==> config.mk <==
export PLATFORM = sky130hd
export DESIGN_NAME = ex_muldiv
export DESIGN_NICKNAME = d
export VERILOG_FILES = /design/src/rtl/ex_muldiv.sv
export SDC_FILE = /design/constraint.sdc
export NUM_CORES = 2
export LEC_CHECK = 0
export CAP_MARGIN = 20
export CELL_PAD_IN_SITES_DETAIL_PLACEMENT = 1
export CELL_PAD_IN_SITES_GLOBAL_PLACEMENT = 1
export CORE_UTILIZATION = 46
export CTS_CLUSTER_DIAMETER = 80
export DETAILED_ROUTE_END_ITERATION = 16
export PLACE_DENSITY_LB_ADDON = 0.1
export SLEW_MARGIN = 10
export SYNTH_ARGS = -nofsm -noshare
export SYNTH_HDL_FRONTEND = slang
export SYNTH_SLANG_ARGS = --single-unit
==> constraint.sdc <==
create_clock -name clk -period 9.9 [get_ports clk]
set_input_delay 1.98 -clock clk [delete_from_list [all_inputs] [get_ports clk]]
set_output_delay 1.98 -clock clk [all_outputs]
set_load 0.05 [all_outputs]
==> src/rtl/ex_muldiv.sv <==
// ex_muldiv: RV32I execute stage (ALU, branch, jump) with an iterative RV32M multiply/divide unit
// Ports: clk/rst_n (async active-low); inst_i, inst_addr_i, op1_i, op2_i, rd_addr_i, rd_wen_i from id_ex;
// rd_addr_o/rd_data_o/rd_wen_o writeback; jump_addr_o/jump_en_o redirect; hold_flag_o pipeline stall.
module ex_muldiv #(
  parameter int XLEN     = 32,
  parameter int MUL_BITS = 2,
  parameter int M_EN     = 1
) (
  input  logic            clk,
  input  logic            rst_n,
  input  logic [31:0]     inst_i,
  input  logic [XLEN-1:0] inst_addr_i,
  input  logic [XLEN-1:0] op1_i,
  input  logic [XLEN-1:0] op2_i,
  input  logic [4:0]      rd_addr_i,
  input  logic            rd_wen_i,
  output logic [4:0]      rd_addr_o,
  output logic [XLEN-1:0] rd_data_o,
  output logic            rd_wen_o,
  output logic [XLEN-1:0] jump_addr_o,
  output logic            jump_en_o,
  output logic            hold_flag_o
);
  localparam int SW = $clog2(XLEN);
  localparam int W2 = 2 * XLEN;
  typedef enum logic [1:0] {IDLE, BUSY, DONE} state_t;
  state_t          r_state;
  logic [SW-1:0]   r_cnt;
  logic [W2-1:0]   r_acc, r_a;
  logic [XLEN-1:0] r_b, r_res;
  logic [2:0]      r_f3;
  logic            r_neg;
  logic [4:0]      r_rd;
  logic [6:0]      w_opc, w_f7;
  logic [2:0]      w_f3;
  logic            w_is_op, w_is_m, w_sub, w_eq, w_lt, w_ltu, w_take;
  logic [SW-1:0]   w_sh;
  logic [XLEN-1:0] w_sra, w_alu, w_bimm, w_pc4, w_jalr;
  logic            w_wen, w_jen;
  logic [XLEN-1:0] w_data, w_jaddr;
  logic            w_s1, w_s2, w_n1, w_n2, w_dz, w_ovf, w_rneg;
  logic [XLEN-1:0] w_m1, w_m2, w_spec;
  logic [W2-1:0]   w_mstep, w_dstep, w_acc_n, w_p;
  logic [XLEN:0]   w_dsh, w_dsub;
  logic [XLEN-1:0] w_v, w_fin;
  logic            w_last, w_sc, w_done;
  logic            w_unused;
  assign w_unused = ^{rd_wen_i, inst_i[24:15]};
  assign w_opc   = inst_i[6:0];
  assign w_f3    = inst_i[14:12];
  assign w_f7    = inst_i[31:25];
  assign w_is_op = w_opc == 7'b0110011;
  assign w_is_m  = (M_EN != 0) && w_is_op && w_f7 == 7'b0000001;
  assign w_sub   = w_is_op & inst_i[30];
  assign w_sh    = op2_i[SW-1:0];
  assign w_sra   = XLEN'($signed(op1_i) >>> w_sh);
  assign w_eq    = op1_i == op2_i;
  assign w_lt    = $signed(op1_i) < $signed(op2_i);
  assign w_ltu   = op1_i < op2_i;
  // funct3 bit 0 inverts the base compare (BNE/BGE/BGEU); 010/011 are not branches
  assign w_take  = w_f3[2] ? ((w_f3[1] ? w_ltu : w_lt) ^ w_f3[0]) : (!w_f3[1] & (w_eq ^ w_f3[0]));
  assign w_bimm  = {{(XLEN-12){inst_i[31]}}, inst_i[7], inst_i[30:25], inst_i[11:8], 1'b0};
  assign w_pc4   = inst_addr_i + XLEN'(4);
  assign w_jalr  = op1_i + op2_i;
  always_comb begin
    case (w_f3)
      3'b000:  w_alu = w_sub ? op1_i - op2_i : op1_i + op2_i;
      3'b001:  w_alu = op1_i << w_sh;
      3'b010:  w_alu = XLEN'(w_lt);
      3'b011:  w_alu = XLEN'(w_ltu);
      3'b100:  w_alu = op1_i ^ op2_i;
      3'b101:  w_alu = inst_i[30] ? w_sra : op1_i >> w_sh;
      3'b110:  w_alu = op1_i | op2_i;
      default: w_alu = op1_i & op2_i;
    endcase
  end
  always_comb begin
    w_wen   = 1'b0;
    w_data  = '0;
    w_jen   = 1'b0;
    w_jaddr = '0;
    case (w_opc)
      7'b0110011: if (w_f7 != 7'b0000001) begin w_wen = 1'b1; w_data = w_alu; end
      7'b0010011: begin w_wen = 1'b1; w_data = w_alu; end
      7'b0110111: begin w_wen = 1'b1; w_data = op1_i; end
      7'b0010111: begin w_wen = 1'b1; w_data = inst_addr_i + op1_i; end
      7'b1101111: begin w_wen = 1'b1; w_data = w_pc4; w_jen = 1'b1; w_jaddr = inst_addr_i + op1_i; end
      7'b1100111: begin w_wen = 1'b1; w_data = w_pc4; w_jen = 1'b1; w_jaddr = {w_jalr[XLEN-1:1], 1'b0}; end
      7'b1100011: begin w_jen = w_take; w_jaddr = w_take ? inst_addr_i + w_bimm : '0; end
      default: ;
    endcase
  end
  // Signed operands: MULH/MULHSU/DIV/REM for rs1, MULH/DIV/REM for rs2
  assign w_s1   = w_f3[2] ? !w_f3[0] : (w_f3[1] ^ w_f3[0]);
  assign w_s2   = (w_f3 == 3'b001) | (w_f3[2] & !w_f3[0]);
  assign w_n1   = w_s1 & op1_i[XLEN-1];
  assign w_n2   = w_s2 & op2_i[XLEN-1];
  assign w_m1   = w_n1 ? -op1_i : op1_i;
  assign w_m2   = w_n2 ? -op2_i : op2_i;
  assign w_rneg = (w_f3[2] & w_f3[1]) ? w_n1 : w_n1 ^ w_n2;
  assign w_dz   = w_f3[2] & (op2_i == '0);
  assign w_ovf  = w_f3[2] & !w_f3[0] & (op1_i == {1'b1, {(XLEN-1){1'b0}}}) & (&op2_i);
  assign w_spec = w_dz ? (w_f3[1] ? op1_i : '1) : (w_f3[1] ? '0 : op1_i);
  assign w_mstep = r_acc + r_a * W2'(r_b[MUL_BITS-1:0]);
  // Division keeps {remainder, dividend/quotient} in r_acc; r_b holds the divisor
  assign w_dsh   = r_acc[W2-1:XLEN-1];
  assign w_dsub  = w_dsh - {1'b0, r_b};
  assign w_dstep = w_dsub[XLEN] ? {w_dsh[XLEN-1:0], r_acc[XLEN-2:0], 1'b0}
                                : {w_dsub[XLEN-1:0], r_acc[XLEN-2:0], 1'b1};
  assign w_acc_n = r_f3[2] ? w_dstep : w_mstep;
  assign w_p     = r_neg ? -w_acc_n : w_acc_n;
  assign w_v     = r_f3[1] ? w_acc_n[W2-1:XLEN] : w_acc_n[XLEN-1:0];
  assign w_fin   = r_f3[2] ? (r_neg ? -w_v : w_v) : (r_f3 == 3'b000 ? w_p[XLEN-1:0] : w_p[W2-1:XLEN]);
  assign w_last  = r_f3[2] ? (r_cnt == SW'(XLEN-1)) : (r_cnt == SW'(XLEN/MUL_BITS-1));
  always_ff @(posedge clk or negedge rst_n) begin
    if (!rst_n) begin
      r_state <= IDLE;
      r_cnt   <= '0;
      r_acc   <= '0;
      r_a     <= '0;
      r_b     <= '0;
      r_res   <= '0;
      r_f3    <= '0;
      r_neg   <= 1'b0;
      r_rd    <= '0;
    end else begin
      case (r_state)
        IDLE: if (w_is_m) begin
          r_f3  <= w_f3;
          r_neg <= w_rneg;
          r_rd  <= rd_addr_i;
          r_cnt <= '0;
          r_acc <= w_f3[2] ? {{XLEN{1'b0}}, w_m1} : '0;
          r_a   <= {{XLEN{1'b0}}, w_m1};
          r_b   <= w_m2;
          r_res <= w_spec;
          r_state <= (w_dz | w_ovf) ? DONE : BUSY;
        end
        BUSY: begin
          r_acc <= w_acc_n;
          r_a   <= r_f3[2] ? r_a : r_a << MUL_BITS;
          r_b   <= r_f3[2] ? r_b : r_b >> MUL_BITS;
          r_cnt <= r_cnt + 1'b1;
          if (w_last) begin
            r_res   <= w_fin;
            r_state <= DONE;
          end
        end
        default: r_state <= IDLE;
      endcase
    end
  end
  assign w_sc        = rst_n && r_state == IDLE && !w_is_m;
  assign w_done      = rst_n && r_state == DONE;
  assign rd_wen_o    = w_done ? (r_rd != 5'd0) : (w_sc && w_wen && rd_addr_i != 5'd0);
  assign rd_addr_o   = w_done ? r_rd : ((w_sc && w_wen) ? rd_addr_i : 5'd0);
  assign rd_data_o   = w_done ? r_res : (w_sc ? w_data : '0);
  assign jump_en_o   = w_sc && w_jen;
  assign jump_addr_o = w_sc ? w_jaddr : '0;
  assign hold_flag_o = rst_n && (r_state == BUSY || (r_state == IDLE && w_is_m));
endmodule
==> results.json <==
{
  "vias": 45100,
  "fmax_mhz": 109,
  "die-area_sq_um": 83300,
  "worstSetupPathType": "input port to primary output",
  "start_kind": "input port",
  "worstPathArrival_ns": 7.19,
  "synthTopCellsByArea": "dfrtp_1 (14%), ha_1 (8.7%), nand2_1 (6.5%), a21oi_1 (6.0%), o21ai_0 (5.7%)",
  "cts_sinks": 208,
  "rows": 104,
  "worstMarginPinSlew_ns": 1.30,
  "post-cts-setup-buffers": 0,
  "drtIter0Drc": 5573,
  "place.gp.congestion": 1.09,
  "timing.slew.headroom_pct": 11.0,
  "finalSetupViolations": 0,
  "crit_chain": "clkdlybuf4s50_1 > inv_1 > ha_1 > inv_1 > a21oi_1 > nor2_1 > nor2_1 > o21bai_1 > a2111o_1 > a311oi_1 > a21o_1 > a31oi_1 > a21bo_2 > a21oi_1 > mux2i_1 > xor2_1 > o211ai_1 > buf_4 > buf_4",
  "finalClockSkew_ns": 0.0301,
  "status": "finished, final reports clean",
  "clk_pin_slew_ns": 0.07,
  "reg2reg_from": "r_b[1]",
  "syn_to_final_growth_pct": 11.4,
  "cts_resized": 0,
  "placed_area_sq_um": 41100,
  "ys_ff_latch": 208,
  "synth_top_family_by_area": "compound AO/OA/AOI/OAI gates",
  "cts_buffers": 25,
  "cts_hold_buf": 0,
  "multi_input_area_sq_um": 29900,
  "drt_first_pass_iters": 7,
  "syn_avg_cell_area_sq_um": 7.05,
  "numPortBuffers": 196,
  "synth_mux_area_share_pct": 5.59,
  "die_h_um": 289,
  "finalWirelength_um": 198000,
  "chipWidth_um": 289,
  "grt_max_degree": 108,
  "tns_ns": 0,
  "gr-usage-all-layers_pct": 46.2,
  "period_share_pct": 92.6,
  "synth_compound_area_share_pct": 31.7,
  "stdcell_area_sq_um": 42100,
  "dpl.hpwl_um": 155000,
  "hold_ws_ns": 0.509,
  "cap_violations": 0,
  "critPathMaxStageDelay_ns": 0.60,
  "crit_buf_inv": 5,
  "htree_num_levels": 1,
  "grt_use_met1_pct": 63.5,
  "cp.required_ns": 7.92,
  "antenna_found_initial": 11,
  "clock_latency_ns": 0.60,
  "busiest_layer": "met2",
  "core_sq_um": 80900,
  "synth.largest_area_cell": "dfrtp_1",
  "start_util_pct": 46.7,
  "cp_top_family": "compound AO/OA/AOI/OAI gates",
  "hp-start": "r_a[63]",
  "seq_area_sq_um": 5210,
  "leakage_uw": 0.0178,
  "synth_top_area_share_pct": 13.8,
  "ant_nets": 0,
  "cts_root_buf": "clkbuf_16",
  "wire_per_inst_um": 30.7,
  "hp-class": "flop to flop",
  "viasPerCell": 6.98,
  "synth_nets": 5826,
  "synth_xor_area_share_pct": 6.84,
  "grt_pass1_wl_um": 288000,
  "grt_pass1_vias": 42900,
  "grt_util_met2_pct": 67.1,
  "crit_start": "op1_i[10]",
  "ir_drop_mv": 0.289,
  "async_flop_share_pct": 100,
  "period_needed_ns": 9.17,
  "overflow": 0,
  "grt_util_met3_pct": 14.1,
  "remaining_drc_errors": 0,
  "finalHoldViolations": 0,
  "ys.warnings.count": 0,
  "nets": 5841,
  "cts_buffer_depth": 3,
  "synthCells": 5358,
  "p_per_area_nw_per_um2": 192,
  "synth_simple_gate_area_share_pct": 22.3,
  "worstPathMaxFanout": 9,
  "slew_viol_final": 0,
  "synth-main-ff-cell": "dfrtp_1",
  "synth_edf_count": 0,
  "rsz0062_at_grt": "false",
  "cts_tree": "done",
  "synthDistinctLibCells": 123,
  "slowest_stage": "clkdlybuf4s50_1",
  "drive_gt1_share_pct": 8.09,
  "synth-seq-area-share_pct": 13.8,
  "io_pins": 208,
  "worstSetupEndpointType": "primary output",
  "syn_area_sq_um": 37800,
  "fill_cells": 10400,
  "synth_adder_area_share_pct": 12.4
}
-- flip-flops by register name, summed over array words and instances, names as in the netlist --
register,flops
r_acc,64
r_cnt,5
r_a,64
r_rd,5
r_b,32
r_res,32
r_neg,1
r_state,2
r_f3,3
-- cell usage after synthesis (30+ instances only) --
| library cell | n |
|---|---|
| a211oi_1 | 60 |
| a21o_1 | 98 |
| a21oi_1 | 454 |
| a221oi_1 | 35 |
| a22oi_1 | 37 |
| a31oi_1 | 73 |
| and2_1 | 45 |
| and3_1 | 50 |
| buf_1 | 40 |
| clkbuf_1 | 296 |
| dfrtp_1 | 208 |
| fa_1 | 68 |
| ha_1 | 264 |
| inv_1 | 356 |
| mux2i_1 | 145 |
| nand2_1 | 654 |
| nand2b_1 | 30 |
| nand3_1 | 166 |
| nand4_1 | 58 |
| nor2_1 | 480 |
| nor3_1 | 111 |
| nor4_1 | 40 |
| o211ai_1 | 107 |
| o21a_1 | 34 |
| o21ai_0 | 432 |
| o21bai_1 | 48 |
| o221ai_1 | 36 |
| o22ai_1 | 34 |
| o31ai_1 | 40 |
| or3_1 | 39 |
| xnor2_1 | 214 |
| xor2_1 | 81 |
-- final cells by class --
class                      instances  area share [%]
clock buffer                      26            1.52
sequential                       208            12.4
antenna                            8          0.0476
multi-input combinational       4425            71.0
inverter                         358            3.19
timing repair buffer             355            7.96
tap                             1060            3.15
clock inverter                    19           0.785
-- worst reg2reg max path, stage by stage (launching register included) --
cell and delay (ns):
dfrtp_2 0.61, buf_4 0.57, nand2_1 0.18, fa_1 0.56, inv_1 0.05, ha_1 0.25, fa_1 0.48, a211oi_2 0.34
o211a_4 0.27, or3_1 0.24, a211oi_1 0.15, a2111oi_4 0.29, buf_4 0.28, nand3_2 0.35, nor4_2 0.71, o21ai_2 0.31
nor4_4 0.64, nand2_2 0.42, o41ai_1 0.56, xnor2_1 0.14, a211oi_1 0.42, o21ai_1 0.14
-- metrics by stage --
stage                     worst slack, ns  utilization, %  cells  power [uW]
after CTS                           0.827            52.0   6450        7850
after global routing                0.561            52.0   6453        8480
after floorplan                     0.876               -   5358        4920
after global placement              0.949            50.8   6405        6520
after detailed placement            0.854            50.8   6405        6660
final                               0.730            52.0   6459        8070
-- kinds of logic (layout without fill, tap and decap cells) --
logic type	after synthesis	count (layout)
multiplexers	184	184
adder cells (fa/ha/maj)	333	333
other	0	8
AND/OR/NAND/NOR	1808	1808
buffers and inverters	725	758
XOR/XNOR	295	295
AO/OA/AOI/OAI	1805	1805
flip-flops	208	208
-- path summary, 6_finish.rpt --
| kind | end | slack, ns | depth (start not counted) |
|---|---|---|---|
| setup / recovery | rd_data_o[29] | 0.73 | 19 |
| hold / removal | r_a[63] | 0.51 | 2 |
| setup reg to reg | r_res[24] | 1.86 | 21 |
| hold reg to reg | r_a[63] | 0.51 | 2 |
| max in group asynchronous | r_a[62] | 6.25 | 4 |
| min in group asynchronous | r_acc[0] | 1.29 | 1 |
-- cells in the final DEF, fill, tap and decap left out, drive strengths merged, types with 38 or more instances in the layout --
master,n
a22oi,38
xnor2,214
mux2i,148
o21ai,444
nand4,62
o31ai,42
inv,359
o21bai,48
buf,214
a21o,98
and3,51
o211ai,111
a211oi,67
nand3,168
a221oi,38
nor4,44
clkdlybuf4s50,140
nor3,112
and2,47
nand2,657
fa,68
dfrtp,208
nor2,483
ha,264
a31oi,74
a21oi,456
xor2,81
or3,40
-- power by group --
part	leakage (uW)	total [uW]	switching (uW)	internal, uW
Combinational	0.0149	5830	3880	1950
Sequential	0.00242	1090	131	954
Clock	0.000460	1150	470	685
Total	0.0178	8070	4480	3590
-- routing by layer --
metal,up-vias,wire [um]
met3,490,25000
met1,22400,82600
met4,10,9510
li1,19500,-
met2,2671,81200
met5,-,63
Note: power is estimated with default switching activity, not from simulation.
